$ cat src/rtl/fetch_sequencer.sv
// Fetch program counter sequencer: boot, sequential advance, stall/wait hold,
// and redirect with a multi-cycle pipeline flush.
module fetch_sequencer #(
    parameter int unsigned    DATA_WIDTH   = 32,
    parameter logic [31:0]    RESET_VECTOR = 32'h0000_0000,
    parameter int unsigned    FLUSH_CYCLES = 2
) (
    input  logic                  clk,
    input  logic                  rst,
    input  logic                  stall,
    input  logic                  redirect,
    input  logic [DATA_WIDTH-1:0] redirect_target,
    input  logic                  imem_ready,
    output logic                  imem_req,
    output logic [DATA_WIDTH-1:0] pc,
    output logic                  pc_valid,
    output logic                  flush,
    output logic                  misaligned,
    output logic [1:0]            state_dbg
);

    typedef enum logic [1:0] {
        StBoot    = 2'd0,
        StFetch   = 2'd1,
        StWaitMem = 2'd2,
        StFlush   = 2'd3
    } state_e;

    state_e                r_state;
    logic [DATA_WIDTH-1:0] r_pc;
    logic [2:0]            r_flush_cnt;
    logic                  r_misaligned;

    logic                  w_fetching;
    logic [DATA_WIDTH-1:0] w_target_aligned;
    logic [DATA_WIDTH-1:0] w_pc_inc;

    assign w_fetching       = (r_state == StFetch) || (r_state == StWaitMem);
    assign w_target_aligned = {redirect_target[DATA_WIDTH-1:2], 2'b00};
    assign w_pc_inc         = r_pc + DATA_WIDTH'(4);

    always_ff @(posedge clk or posedge rst) begin
        if (rst) begin
            r_state      <= StBoot;
            r_pc         <= RESET_VECTOR[DATA_WIDTH-1:0];
            r_flush_cnt  <= 3'd0;
            r_misaligned <= 1'b0;
        end else begin
            r_misaligned <= 1'b0;
            case (r_state)
                StBoot: begin
                    r_state <= StFetch;
                end
                StFetch, StWaitMem: begin
                    if (redirect) begin
                        r_pc         <= w_target_aligned;
                        r_flush_cnt  <= 3'(FLUSH_CYCLES);
                        r_misaligned <= |redirect_target[1:0];
                        r_state      <= StFlush;
                    end else if (stall) begin
                        r_state <= r_state;
                    end else if (imem_ready) begin
                        r_pc    <= w_pc_inc;
                        r_state <= StFetch;
                    end else begin
                        r_state <= StWaitMem;
                    end
                end
                StFlush: begin
                    // A redirect here restarts the flush window for the new target.
                    if (redirect) begin
                        r_pc         <= w_target_aligned;
                        r_flush_cnt  <= 3'(FLUSH_CYCLES);
                        r_misaligned <= |redirect_target[1:0];
                    end else if (r_flush_cnt <= 3'd1) begin
                        r_flush_cnt <= 3'd0;
                        r_state     <= StFetch;
                    end else begin
                        r_flush_cnt <= r_flush_cnt - 3'd1;
                    end
                end
                default: begin
                    r_state <= StBoot;
                end
            endcase
        end
    end

    assign imem_req   = w_fetching;
    assign pc_valid   = w_fetching & imem_ready & ~stall & ~redirect;
    assign flush      = (r_state == StFlush);
    assign pc         = r_pc;
    assign misaligned = r_misaligned;
    assign state_dbg  = r_state;

endmodule

$ cat config.mk
export PLATFORM = sky130hd
export DESIGN_NAME = fetch_sequencer
export DESIGN_NICKNAME = d
export VERILOG_FILES = /design/src/rtl/fetch_sequencer.sv
export SDC_FILE = /design/constraint.sdc
export NUM_CORES = 1
export LEC_CHECK = 0
export ABC_AREA = 1
export CORE_MARGIN = 2
export CORE_UTILIZATION = 64
export DETAILED_ROUTE_END_ITERATION = 10
export DONT_BUFFER_PORTS = 1
export GPL_TIMING_DRIVEN = 0
export PLACE_DENSITY = 0.91
export SLEW_MARGIN = 25
export SYNTH_ARGS = -nofsm -noshare
export SYNTH_HDL_FRONTEND = slang
export SYNTH_SLANG_ARGS = --single-unit
export TNS_END_PERCENT = 5
$ cat constraint.sdc
create_clock -name clk -period 1.9 [get_ports clk]
set_input_delay 0.38 -clock clk [delete_from_list [all_inputs] [get_ports clk]]
set_output_delay 0.38 -clock clk [all_outputs]
set_load 0.01 [all_outputs]
==> results.toml, run 1 <==
[sta]
fin_ws_ns = 0.117
timing.hold.ws_ns = 0.0991
relSlewSlack_pct = 49.1
tightest_slew_ns = 0.762
clock.fmax_mhz = 561
min_period_over_period_pct = 93.9
finalSetupViolCount = 0
timing.setup.tns_ns = 0
fin_crit_ns = 1.78
slew_violations = 0
rsz0062_at_grt = "yes"
hold_viol_final = 0
finClkSkew_ns = 0.00647

[pwr]
peakVddDrop_mv = 1.04
p_leak_nw = 1.41
cellPowerDensity_nw_per_um2 = 1780
total_power_mw = 5.26

[clocking]
cts-htree-levels = 2
clock-root-buffer = "clkbuf_8"
cts_buffers = 5
postCtsHoldBufs = 0
clock-sinks = 36
clock_path_buffers = 2
tritoncts = "done"
clock_latency_ns = 0.29
path_clk_slew_ns = 0.08

[logic_synthesis]
yosysSeqAreaShare_pct = 32.8
syn_area_um2 = 2750
synthCells = 432
yosysWarnings = 0
yosysUniqueCellTypes = 31
avgSynthCellArea_um2 = 6.36
synth-edff-count = 0
synth-seq-cells = 36
synthFlopType = "dfrtp_1"
ys_async_sr_fraction_pct = 100

[worst_setup_path]
cp.arrival_ns = 1.97
end_kind = "register"
setup.worst_path.start_class = "register"
worstPathMaxFanout = 7
path_class = "reg2reg"
crit_required_ns = 2.09

[finish]
final_util_pct = 73.0
seq_area_um2 = 903
multiInputGateArea_um2 = 1610
diodes = 0
drive_gt1_share_pct = 13.8
fillCellCount = 335
layout_common_cells = "nand2_1, nor2_1, inv_1, nand3_1, dfrtp_1"
nNetsFinal = 485
final_common_cell = "nand2_1"
area_growth_pct = 7.79

[detailed_routing]
wl_per_cell_um = 14.6
vias = 2845
dr.pass1.iters = 5
ant_nets = 0
drcViolationCount = 0
wl_um = 7200
via_per_inst = 5.77
dr.first_iter.drc_count = 229

[grt]
overflow = 0
grt_pass1_wl_um = 11800
grt_pass1_vias = 2590
grt_antenna_before_repair = 0
grt_usage_pct = 30.3
grt_max_degree = 37

[die]
rows = 23
ios = 75
dieArea_um2 = 4830
initial_utilization_pct = 67.7
core-area_um2 = 4060
die_x_um = 69.5
die_y_um = 69.5

[job]
cap_viol_max_count = 0

[placement]
preCtsSetupSlack_ns = -0.133
hpwl_um = 5340
gp_congestion = 0.940
portBuffers = 0

[worst_hold_path]
hp-class = "in2async"

[outcome]
status = "finished clean"
-- report_power, final --
group	leakage, nW	internal [mW]	switching, mW
sequential	0.417	1.15	0.732
combinational	0.944	0.997	1.78
clock	0.0503	0.323	0.286
-- Yosys cell counts (4+ instances only) --
library cell / n / area share, %
nand3_1: 38 / 6.9
inv_1: 42 / 5.7
buf_2: 4 / 0.73
ha_1: 5 / 2.3
nor2_4: 6 / 2.5
nor3_1: 4 / 0.73
o21ai_1: 6 / 1.1
o22ai_1: 8 / 1.8
dfrtp_1: 36 / 33
a21oi_1: 12 / 2.2
nor2_2: 7 / 1.6
nand2_1: 141 / 19
o21ai_0: 13 / 2.4
nor2_1: 76 / 10
-- worst max-delay path: stages, from the launching register on --
cell,delay [ns]
dfrtp_1,0.47
ha_1,0.23
nand2_1,0.12
nor2_4,0.22
nand2_1,0.14
nor2_2,0.17
nand2_1,0.07
nand2_1,0.06
nand3_1,0.08
nand2_1,0.08
nand2_1,0.04
-- worst paths after layout --
kind | start | endpoint | slack (ns) | cells after the start
worst min-delay path | rst | pc[4]$_DFFE_PP0P_ | 0.1 | 1
worst max-delay path | pc[3]$_DFFE_PP0P_ | pc[24]$_DFFE_PP0P_ | 0.12 | 10
worst max register to register | pc[3]$_DFFE_PP0P_ | pc[24]$_DFFE_PP0P_ | 0.12 | 10
max in group asynchronous | rst | state_dbg[0]$_DFFE_PP0P_ | 1.27 | 1
worst min register to register | r_flush_cnt[1]$_DFFE_PP0P_ | r_flush_cnt[1]$_DFFE_PP0P_ | 0.54 | 2
min in group clk | redirect_target[0] | misaligned$_DFF_PP0_ | 0.24 | 2
-- cells by family after synthesis --
group | synth area share, %
simple gates | 44.9
buf+inv | 9.65
compound gates | 9.97
flops | 32.8
fa+ha+maj | 2.28
xor+xnor | 0.319
other cells | 0.136
-- flip-flops by register name, indices dropped and copies added, names as in the netlist --
name / cells
pc: 30
r_flush_cnt: 3
misaligned: 1
state_dbg: 2
-- layout make-up --
| cell class | instances | area share, % |
|---|---|---|
| multi-input combinational | 339 | 54.3 |
| sequential | 36 | 30.5 |
| inverter | 45 | 5.87 |
| clock buffer | 7 | 3.25 |
| buffer | 13 | 3.21 |
| tap | 50 | 2.11 |
| timing repair buffer | 3 | 0.760 |
-- through the flow --
stage               cells  instance area [um2]
finish                493                 2960
global route          493                 2960
CTS                   490                 2920
detailed placement    483                 2810
global placement      483                 2810
floorplan             433                 2750
-- per-layer routing --
| layer | GRT usage, % | vias to the layer above | share of wire (%) |
|---|---|---|---|
| li1 | - | 1376 | - |
| met1 | 39.4 | 1300 | 42 |
| met2 | 49.1 | 154 | 47 |
| met3 | 6.98 | 15 | 9.6 |
| met4 | 11.5 | 0 | 1.8 |
| met5 | 0 | - | 0 |
-- what timing repair did --
item	in CTS	in global routing
pin swaps	0	2
endpoints found under the setup margin	24	30
buffers inserted	0	3
gates cloned	0	0
endpoints found under the hold margin	0	0
resized for setup	7	5
(Power assumes the default switching activity.)
==> inputs of run 2 (changes only) <==
--- a/config.mk
+++ b/config.mk
@@ -6,12 +6,15 @@
 export NUM_CORES = 1
 export LEC_CHECK = 0
 export ABC_AREA = 1
+export CORE_ASPECT_RATIO = 1.75
 export CORE_MARGIN = 2
 export CORE_UTILIZATION = 64
 export DETAILED_ROUTE_END_ITERATION = 10
 export DONT_BUFFER_PORTS = 1
 export GPL_TIMING_DRIVEN = 0
+export HOLD_SLACK_MARGIN = 0.02
 export PLACE_DENSITY = 0.91
+export SETUP_SLACK_MARGIN = 0.2
 export SLEW_MARGIN = 25
 export SYNTH_ARGS = -nofsm -noshare
 export SYNTH_HDL_FRONTEND = slang
==> results.toml, run 2 (synthesis results as in run 1) <==
[pwr]
total_power_mw = 5.40
p_int_mw = 2.48
p_leak_nw = 1.43
switching_share_pct = 54.1
p_comb_share_pct = 54.5
p_sw_mw = 2.92
seq_power_share_pct = 35.5
peakVddDrop_mv = 1.27
cellPowerDensity_nw_per_um2 = 1790
power_frac_clock_pct = 10.0

[clocking]
postCtsHoldBufs = 0
cts-htree-levels = 2
path_clk_slew_ns = 0.08
clock-root-buffer = "clkbuf_8"
clock_latency_ns = 0.30
clock-sinks = 36
tritoncts = "done"
cts_buffers = 5
clock_path_buffers = 2

[grt]
grt_max_degree = 37
grt_pass1_wl_um = 12800
overflow = 0
grt_pass1_vias = 2772
grt_antenna_before_repair = 0
grt_usage_pct = 35.3

[worst_setup_path]
r2r_cells = 11
crit_start = "state_dbg[0]$_DFFE_PP0P_"
path_class = "reg2out"
worstPathMaxFanout = 5
reg2reg_slack_ns = 0.11
crit_required_ns = 1.52
setup.worst_path.start_class = "register"
cp.arrival_ns = 1.42
timing.rr.end = "pc[16]$_DFFE_PP0P_"
end_kind = "output pin"
r2r_start = "state_dbg[0]$_DFFE_PP0P_"

[die]
initial_utilization_pct = 66.2
die_y_um = 90.7
dieArea_um2 = 4850
rows = 31
ios = 75
die_x_um = 53.5
core-area_um2 = 4150

[finish]
nNetsFinal = 489
area_growth_pct = 9.97
diodes = 0
fillCellCount = 329
final_util_pct = 72.8
final_common_cell = "nand2_1"
final_cells = 496
layout_common_cells = "nand2_1, nor2_1, inv_1, nand3_1, dfrtp_1"
largest_reg_flops = 30
drive_gt1_share_pct = 15.9

[detailed_routing]
via_per_inst = 5.75
ant_nets = 0
wl_um = 7950
wl_per_cell_um = 16.0
drcViolationCount = 0
dr.pass1.iters = 7
dr.first_iter.drc_count = 86
vias = 2851

[sta]
timing.hold.ws_ns = 0.101
tightest_slew_ns = 0.777
fin_ws_ns = 0.104
min_period_over_period_pct = 94.5
hold_viol_final = 0
rsz0062_at_grt = "yes"
finClkSkew_ns = 0.00680
slew_violations = 0
fin_crit_ns = 1.80
finalSetupViolCount = 0
clock.fmax_mhz = 557
relSlewSlack_pct = 48.1

[worst_hold_path]
hp-class = "in2async"

[job]
cap_viol_max_count = 0

[placement]
place_inst = 482
hpwl_um = 5830
portBuffers = 0
preCtsSetupSlack_ns = -0.0860
gp_congestion = 0.940

[outcome]
status = "finished clean"
## run 2: cell count changes in the layout (fill, tap and decap cells not counted), moves of 2 or more
cell and delta:
clkbuf_8 -2, dfrtp_2 +4, buf_4 +3, nor2_4 +2, dfrtp_1 -4, nor2_1 -3
## run 2: what timing repair did
action / CTS / global route
resized for setup: 11 / 14
pin swaps: 2 / 5
setup endpoints to repair: 32 / 33
setup buffers: 2 / 5
## run 2: power groups by stage
stage / Clock (mW) / Sequential (mW) / Combinational [mW]
2_1_floorplan: 0 / 1.70 / 2.20
3_3_place_gp: 0 / 1.87 / 2.60
3_5_place_dp: 0 / 1.89 / 2.71
4_1_cts: 0.534 / 1.88 / 2.81
5_1_grt: 0.579 / 1.97 / 3.28
6_report: 0.539 / 1.92 / 2.94
## run 2: through the flow
| step | cell area [um2] | TNS (ns) |
|---|---|---|
| after floorplan | 2760 | 0 |
| after global placement | 2830 | -0.237 |
| after detailed placement | 2830 | -0.467 |
| after CTS | 2950 | 0 |
| after global routing | 3020 | 0 |
| final | 3020 | 0 |
## run 2: worst max path at each step
stage / to / slack, ns / cells after the start
final: pc_valid / 0.10 / 4
after global routing: state_dbg[0]$_DFFE_PP0P_ / 0.03 / 6
after CTS: pc[12]$_DFFE_PP0P_ / 0.13 / 8
after detailed placement: pc[4]$_DFFE_PP0P_ / -0.09 / 5
after global placement: pc[4]$_DFFE_PP0P_ / -0.1 / 5
after floorplan: pc[4]$_DFFE_PP0P_ / 0.27 / 10
## run 2: layer usage
layer | global-route usage (%) | routed length (um)
met5 | 0 | 0
met4 | 18.8 | 311
met3 | 10.4 | 556
met2 | 60.3 | 4250
met1 | 36.5 | 2840
## run 2: worst max-delay path, cell delays in order, from the launching register on
cell	delay, ns
dfrtp_2	0.46
inv_2	0.09
ha_4	0.32
nand2_4	0.09
nor3_4	0.16
## run 2: final cells by class
| cell class | instances | area (um2) | area share, % |
|---|---|---|---|
| plain buffers | 13 | 101 | 3.35 |
| clock buffers | 6 | 72.6 | 2.40 |
| clock inverters | 1 | 5.00 | 0.166 |
| inverters | 45 | 174 | 5.76 |
| multi-input cells | 339 | 1650 | 54.5 |
| flip-flops and latches | 36 | 908 | 30.1 |
| well taps | 49 | 61.3 | 2.03 |
| repair buffers | 7 | 52.6 | 1.74 |
